## config.mk

```make
export PLATFORM = sky130hd
export DESIGN_NAME = weighted_arbitration_unit
export DESIGN_NICKNAME = d
export VERILOG_FILES = /design/src/rtl/weighted_arbitration_unit.sv
export SDC_FILE = /design/constraint.sdc
export NUM_CORES = 1
export LEC_CHECK = 0
export ABC_AREA = 1
export BUFFER_PORTS_ARGS = -buffer_cell sky130_fd_sc_hd__buf_2
export CORE_AREA = 3 3 87 56
export CTS_BUF_LIST = sky130_fd_sc_hd__clkbuf_8
export DETAILED_ROUTE_END_ITERATION = 16
export DIE_AREA = 0 0 90 59
export PLACE_DENSITY = 0.89
export SYNTH_ARGS = -nofsm -noshare
export SYNTH_HDL_FRONTEND = slang
export SYNTH_SLANG_ARGS = --single-unit
```

## constraint.sdc

```tcl
create_clock -name clk -period 3.1 [get_ports clk]
set_clock_uncertainty 0.2 [all_clocks]
set_input_delay 0.62 -clock clk [delete_from_list [all_inputs] [get_ports clk]]
set_output_delay 0.62 -clock clk [all_outputs]
set_load 0.01 [all_outputs]
```

## src/rtl/weighted_arbitration_unit.sv

```systemverilog
// rtl/weighted_arbitration_unit.sv - registered weighted round-robin arbiter with priority mode and hold
module weighted_arbitration_unit #(
    parameter  int NUM_CLIENTS = 8,
    parameter  int WEIGHT_W    = 4,
    parameter  int CAN_HOLD    = 1,
    localparam int BIT_CLIENTS = $clog2(NUM_CLIENTS)
) (
    input  logic                            clk,
    input  logic                            rst_n,
    input  logic [NUM_CLIENTS-1:0]          requests,
    input  logic [NUM_CLIENTS*WEIGHT_W-1:0] weights,
    input  logic                            prio_mode,
    input  logic                            hold,
    output logic [NUM_CLIENTS-1:0]          grants,
    output logic [BIT_CLIENTS-1:0]          grant_idx,
    output logic                            grant_valid
);

    // Remaining extra cycles of tenure for a freshly loaded weight (0 behaves as 1).
    function automatic logic [WEIGHT_W-1:0] load_credit(input logic [WEIGHT_W-1:0] w);
        return (w == '0) ? '0 : w - WEIGHT_W'(1);
    endfunction

    logic [BIT_CLIENTS-1:0] owner, owner_n;
    logic [WEIGHT_W-1:0]    credit, credit_n;
    logic [NUM_CLIENTS-1:0] grants_n;
    logic [BIT_CLIENTS-1:0] grant_idx_n;
    logic                   grant_valid_n;

    logic [WEIGHT_W-1:0]    weight_arr [NUM_CLIENTS];
    logic                   any_req;
    logic [BIT_CLIENTS-1:0] prio_idx;
    logic [BIT_CLIENTS-1:0] rr_idx;
    logic                   hold_ok;
    logic                   take;
    logic [BIT_CLIENTS-1:0] win_idx;

    // Unpack the flat weight bus into one entry per client.
    always_comb begin
        for (int i = 0; i < NUM_CLIENTS; i++) begin
            weight_arr[i] = weights[i*WEIGHT_W +: WEIGHT_W];
        end
    end

    // Fixed-priority winner: lowest requesting index (last assignment wins, so scan downward).
    always_comb begin
        prio_idx = '0;
        for (int i = NUM_CLIENTS - 1; i >= 0; i--) begin
            if (requests[i]) begin
                prio_idx = BIT_CLIENTS'(i);
            end
        end
    end

    // Round-robin winner: first requester at owner+1, owner+2, ... wrapping back to owner.
    always_comb begin
        logic [BIT_CLIENTS-1:0] cand;
        rr_idx = owner;
        cand   = '0;
        for (int k = NUM_CLIENTS; k >= 1; k--) begin
            cand = BIT_CLIENTS'((int'(owner) + k) % NUM_CLIENTS);
            if (requests[cand]) begin
                rr_idx = cand;
            end
        end
    end

    assign any_req = |requests;
    assign hold_ok = (CAN_HOLD != 0) && hold && grant_valid && requests[owner];

    // Next-state selection in priority order: hold, priority mode, tenure, arbitrate, idle.
    always_comb begin
        owner_n       = owner;
        credit_n      = credit;
        grants_n      = grants;
        grant_idx_n   = grant_idx;
        grant_valid_n = grant_valid;
        take          = 1'b0;
        win_idx       = rr_idx;

        if (hold_ok) begin
            take = 1'b0;
        end else if (prio_mode) begin
            take    = any_req;
            win_idx = prio_idx;
        end else if (grant_valid && requests[owner] && (credit != '0)) begin
            credit_n = credit - WEIGHT_W'(1);
        end else begin
            take    = any_req;
            win_idx = rr_idx;
        end

        if (take) begin
            owner_n       = win_idx;
            credit_n      = load_credit(weight_arr[win_idx]);
            grants_n      = NUM_CLIENTS'(1) << win_idx;
            grant_idx_n   = win_idx;
            grant_valid_n = 1'b1;
        end else if (!hold_ok && !any_req) begin
            grants_n      = '0;
            grant_valid_n = 1'b0;
        end
    end

    // State and output registers; reset parks the owner at the last client so the first search starts at 0.
    always_ff @(posedge clk or negedge rst_n) begin
        if (!rst_n) begin
            owner       <= BIT_CLIENTS'(NUM_CLIENTS - 1);
            credit      <= '0;
            grants      <= '0;
            grant_idx   <= '0;
            grant_valid <= 1'b0;
        end else begin
            owner       <= owner_n;
            credit      <= credit_n;
            grants      <= grants_n;
            grant_idx   <= grant_idx_n;
            grant_valid <= grant_valid_n;
        end
    end

endmodule

```

==> metrics.md, run 1 <==
| Metric | Value |
|---|---|
| Synth Warn # | `0` |
| Final Max Slew Viols | `0` |
| CP Capture Type | `flop` |
| Initial antenna violation count | `0` |
| Gr ovfl total | `0` |
| First-pass GRT wire length | `10.3 mm` |
| Final GP Congestion | `1.04` |
| CP Max Fanout | `10` |
| Synthesized area | `2020 um^2` |
| Hold Fails Final Rpt | `0` |
| Yosys reg bits | `19` |
| Area Growth Syn to Fin | `37.0%` |
| Post-Place Setup Slack | `-0.0460 ns` |
| GR Util All Layers | `0.239` |
| Antenna diodes | `0` |
| Ys flop type | `dfrtp_1` |
| Worst-Margin Slew | `0.433 ns` |
| Crit path largest cell delay | `0.57 ns` |
| Unrepaired setup endpoints after global routing | `true` |
| CP top delay family | `simple AND/OR/NAND/NOR gates` |
| Commonest non-fill, non-tap cell in the layout | `nand2_1` |
| Core Area | `4100 um^2` |
| Worst-case reg-to-reg path depth | `25` |
| Buffers on Ports | `55` |
| Die Ht | `59 um` |
| TritonCTS clock tree | `done` |
| H-tree depth | `1` |
| EDFF count, synth | `0` |
| GRT Max-Usage Layer | `met1` |
| WL/cell | `15.8 um` |
| Critical Path Start Type | `flop` |
| Pin count of the biggest net entering global routing | `22` |
| Fin crit share | `1.06` |
| CP max stage cell | `dfstp_2` |
| Met2 usage | `0.345` |
| Clock tree root buffer cell | `clkbuf_8` |
| Syn_nets | `392` |
| Sequential area share after synthesis | `0.237` |
| Most used cell, CP | `nand2_1` |
| Share of cells above drive strength 1 | `0.353` |
| Drt drc | `0` |
| Iteration-0 DRC count of the detailed router | `475` |
| Max Clk Rate | `305 MHz` |
| Netlist cell types | `29` |
| Syn Area/Cell | `5.86 um^2` |
| Register clock-pin slew on the reported worst setup and hold paths | `0.08 ns` |
| Synthesized instance count | `345` |
| Post-synth ARST share | `1.00` |
| Drt via density | `5.90` |
| WS Path Type | `flop to flop` |
| DP HPWL | `5.02 mm` |
| Drt pass-1 iters | `10` |
| Max capacitance violation total | `0` |
| Req. time, crit path | `3.05 ns` |
| Reg2reg start | `owner[1]` |
| Worst Hold Class | `input port to asynchronous set/reset pin` |
| Num Clock Sinks | `19` |
| Outcome | `complete, but fails checks` |
| Fin nets | `470` |
| Setup ws final | `-0.178 ns` |
| Antenna viol nets, final | `0` |
| Rel. slew slack | `0.712` |
| Reg2reg end | `credit[2]` |
| Failing checks | `setup timing` |
| GR met3 Demand/Resource | `0.0711` |
| # hold bufs at CTS | `0` |
| Finish-stage setup viols | `4` |
| TNS Setup | `-0.545 ns` |
| CP arrival | `3.23 ns` |
| Die X | `90 um` |
| WL final | `7.60 mm` |
| Most frequent cells in the layout | `nand2_1, buf_2, nand3_1` |
| Top Ports | `56` |
| Die area | `5310 um^2` |
| Final Critical Period | `3.28 ns` |
| FF-to-FF setup slack | `-0.18 ns` |
| Crit path buf inv count | `2` |
| GR Util met1 | `0.356` |
| Num rows | `18` |
| Vias | `2,843` |
| Critical path depth | `25` |
| Clk Latency, worst-skew pair | `0.26 ns` |
| Starting Density | `0.493` |
| Fin util | `0.675` |
| Num CTS Buffers | `3` |
| Clk buf depth | `2` |
| Vias in the first global route | `2,247` |
## worst max-delay path by stage
stage / startpoint / to / slack [ns]
2_1_floorplan: owner[0] / credit[0] / 0.03
3_3_place_gp: owner[1] / credit[0] / -0.04
3_5_place_dp: owner[1] / credit[3] / -0.05
4_1_cts: owner[1] / credit[3] / 0.02
5_1_grt: owner[0] / credit[0] / -0.33
6_report: owner[1] / credit[2] / -0.18
## logic make-up after synthesis
group,after synthesis,synth area share
adder cells (fa/ha/maj),3,0.0186
flip-flops,19,0.237
XOR/XNOR,4,0.0173
AND/OR/NAND/NOR,243,0.536
buffers and inverters,46,0.110
AO/OA/AOI/OAI,30,0.0817
## registers in the layout, indices dropped and copies added, names as in the netlist
register,flops
credit,4
grant_idx,3
grants,8
owner,3
grant_valid,1
## layout make-up
type | count | area (um^2)
clock buffer | 3 | 41.3
clock inverter | 1 | 3.75
fill | 300 | 1330
inverter | 38 | 150
multi-input combinational | 281 | 1520
sequential | 19 | 479
tap | 60 | 75.1
timing repair buffer | 80 | 500
## through the flow
stage | area [um^2] | hold WS [ns] | instances
final | 2770 | 0.0901 | 482
after global routing | 2770 | 0.112 | 482
after detailed placement | 2470 | 0.264 | 472
after floorplan | 2030 | 0.124 | 345
after CTS | 2570 | 0.105 | 478
after global placement | 2470 | 0.260 | 472
## synth_stat cells (3+ instances only)
cell type / count / share of area
a21oi_1: 12 / 0.030
buf_4: 3 / 0.011
buf_6: 3 / 0.017
dfrtp_1: 16 / 0.20
dfstp_2: 3 / 0.039
ha_1: 3 / 0.019
inv_1: 30 / 0.056
inv_2: 6 / 0.011
nand2_1: 135 / 0.25
nand2_2: 14 / 0.043
nand3_1: 60 / 0.15
nand3_2: 5 / 0.025
nor2_1: 20 / 0.037
nor3_1: 3 / 0.0074
o21ai_0: 14 / 0.035
xor2_1: 3 / 0.013
## what timing repair did
| item | 4_1_cts | 5_1_grt |
|---|---|---|
| pin swaps | 3 | 20 |
| resized for setup | 10 | 32 |
| hold endpoints to repair | 0 | 0 |
| cloned | 0 | 2 |
| setup buffers | 2 | 2 |
| setup endpoints to repair | 4 | 5 |
## routing by layer
layer	part of all wire	vias up
met3	0.14	58
met1	0.39	1271
li1	-	1256
met4	0.042	0
met5	0	-
met2	0.42	258
## worst reg2reg max path: cells and delay by family (launching register included)
kind / cells / cell delay [ns]
compound gates: 1 / 0.07
fa+ha+maj: 1 / 0.33
buf+inv: 2 / 0.10
flops: 1 / 0.57
simple gates: 21 / 1.92
Power of run 1 is not shown: default switching activity piles up to over one toggle a cycle in this logic, so the estimate is an artifact.
==> inputs of run 2 (changes only) <==
- CAP_MARGIN: default -> 20
- PLACE_DENSITY: 0.89 -> 0.79
==> run 2 against run 1 <==
Against the previous run:
- the run still ends with setup timing left
- worst setup slack lost 0.048 ns
- via count shrank 2.0%
- critical path depth shrank 1
- global-route usage grew 0.90 points
- die area is the same
- first-iteration DRC count shrank 29%
- sequential share of layout area shrank 1.1 points
- maximum frequency shrank 1.5%
- critical path type unchanged
- register-to-register slack lost 0.05 ns
- clock-buffer cell count is the same
- non-clock buffer count grew 6
- worst hold slack gained 0.018 ns
==> metrics.md, run 2 (synthesis results as in run 1) <==
| Metric | Value |
|---|---|
| Outcome | `complete, but fails checks` |
| Failing checks | `setup timing` |
| Crit path buf inv count | `3` |
| Max Clk Rate | `301 MHz` |
| WS Path Type | `flop to flop` |
| Area Growth Syn to Fin | `45.9%` |
| WL final | `7.83 mm` |
| Clk Latency, worst-skew pair | `0.26 ns` |
| CP Max Fanout | `6` |
| Worst-case reg-to-reg path depth | `24` |
| Fin util | `0.719` |
| CP startpoint | `owner[1]` |
| Vias | `2,785` |
| Vias in the first global route | `2,226` |
| Iteration-0 DRC count of the detailed router | `339` |
| Buffers on Ports | `55` |
| Finish-stage setup viols | `4` |
| Critical Path Start Type | `flop` |
| Die Ht | `59 um` |
| Worst Hold Class | `input port to asynchronous set/reset pin` |
| Non-filler cells, final | `488` |
| CP top delay family | `simple AND/OR/NAND/NOR gates` |
| Worst Setup EP | `credit[3]` |
| CP Capture Type | `flop` |
| Num Clock Sinks | `19` |
| CP arrival | `3.28 ns` |
| DP HPWL | `5.11 mm` |
| Hold Fails Final Rpt | `0` |
| Die X | `90 um` |
| Initial antenna violation count | `0` |
| Worst-Margin Slew | `0.479 ns` |
| TritonCTS clock tree | `done` |
| Cells after DPL | `471` |
| Share of cells above drive strength 1 | `0.400` |
| Most used cell, CP | `nand2_1` |
| Clk buf depth | `2` |
| Crit path largest cell delay | `0.59 ns` |
| GR Util All Layers | `0.248` |
| Reg2reg end | `credit[3]` |
| Fin crit share | `1.07` |
| Unrepaired setup endpoints after global routing | `true` |
| Clock tree root buffer cell | `clkbuf_8` |
| Num rows | `18` |
| Starting Density | `0.493` |
| Register clock-pin slew on the reported worst setup and hold paths | `0.08 ns` |
| CP max stage cell | `dfstp_2` |
| Biggest regs | `grants: 8 flops, credit: 4 flops` |
| Antenna diodes | `0` |
| FF-to-FF setup slack | `-0.23 ns` |
| Top Ports | `56` |
| Setup ws final | `-0.227 ns` |
| TNS Setup | `-0.838 ns` |
| Final GP Congestion | `0.982` |
| Drt via density | `5.71` |
| Final Max Slew Viols | `0` |
| Die area | `5310 um^2` |
| Commonest non-fill, non-tap cell in the layout | `nand2_1` |
| Critical path depth | `24` |
| Reg2reg start | `owner[1]` |
| Gr ovfl total | `0` |
| Final Critical Period | `3.33 ns` |
| Largest Register | `grants` |
| Fin nets | `476` |
| Rel. slew slack | `0.681` |
| Num CTS Buffers | `3` |
| Max reg flops | `8` |
| Drt drc | `0` |
| Pin count of the biggest net entering global routing | `20` |
| WL/cell | `16.0 um` |
| Most frequent cells in the layout | `nand2_1, buf_2, nand3_1` |
| First-pass GRT wire length | `10.6 mm` |
| Drt pass-1 iters | `4` |
| Core Area | `4100 um^2` |
| H-tree depth | `1` |
| Max capacitance violation total | `0` |
| Antenna viol nets, final | `0` |
| CP cell instances | `inv_2 > ha_4 > inv_8 > nand3_4 > nand3_4 > nand2_4 > nand2_2 > nand2_1 > nand2_1 > nand2_1 > nand2_1 > nand2_1 > nand2_1 > nand2_2 > nand2_8 > buf_6 > nand4_1 > nand2_1 > nor2_2 > nand2_1 > nand2_1 > nand3_2 > a31oi_1 > nor2_1` |
| Req. time, crit path | `3.05 ns` |
[run 2: cell count changes in the layout (fill, tap and decap cells not counted), sizes merged]
| cell | previous run | this run |
|---|---|---|
| clkinv | 1 | 2 |
| clkbuf | 4 | 3 |
| inv | 38 | 37 |
| buf | 79 | 86 |
[run 2: worst reg2reg max path, stage by stage, from the launching register on]
cell and delay [ns]:
dfstp_2 0.59, inv_2 0.08, ha_4 0.35, inv_8 0.07
nand3_4 0.10, nand3_4 0.10, nand2_4 0.09, nand2_2 0.05
nand2_1 0.07, nand2_1 0.05, nand2_1 0.06, nand2_1 0.08
nand2_1 0.07, nand2_1 0.06, nand2_2 0.12, nand2_8 0.11
buf_6 0.14, nand4_1 0.11, nand2_1 0.12, nor2_2 0.11
nand2_1 0.08, nand2_1 0.10, nand3_2 0.09, a31oi_1 0.18
nor2_1 0.06
[run 2: area by class of cell]
class                   count  area, um^2
multi-input cells         281        1650
fillers                   297        1150
repair buffers             86         548
flip-flops and latches     19         479
inverters                  38         155
well taps                  60        75.1
clock buffers               3        41.3
clock inverters             1        5.00
[run 2: timing repair]
item	CTS	global route
pin swaps	3	44
hold buffers	0	0
hold endpoints to repair	0	0
setup endpoints to repair	4	4
gates resized for setup	19	53
setup buffers	2	9
gates cloned	2	0
[run 2: metal layers]
metal / share of wire / up-vias / global-route usage
li1: - / 1274 / -
met5: 0 / - / 0
met4: 0.033 / 0 / 0.0153
met1: 0.42 / 1249 / 0.378
met2: 0.43 / 222 / 0.348
met3: 0.12 / 40 / 0.0888
[run 2: worst min-delay path by stage]
stage,from,endpoint,slack [ns],depth (start not counted)
after global placement,grants[1],grants[1],0.28,2
after detailed placement,credit[1],credit[1],0.27,2
after global routing,rst_n,grant_valid,0.13,1
final,rst_n,grant_valid,0.11,1
after CTS,rst_n,grant_idx[0],0.11,1
after floorplan,rst_n,credit[0],0.12,0
[run 2: through the flow]
stage               setup slack [ns]  hold WS [ns]  instance area, um^2
floorplan                     0.0276         0.124                 2030
global placement             -0.0249         0.276                 2450
detailed placement            -0.115         0.275                 2450
CTS                          -0.0126         0.112                 2610
global route                  -0.423         0.127                 2950
finish                        -0.227         0.108                 2950
Power of run 2 is left out for the same reason.
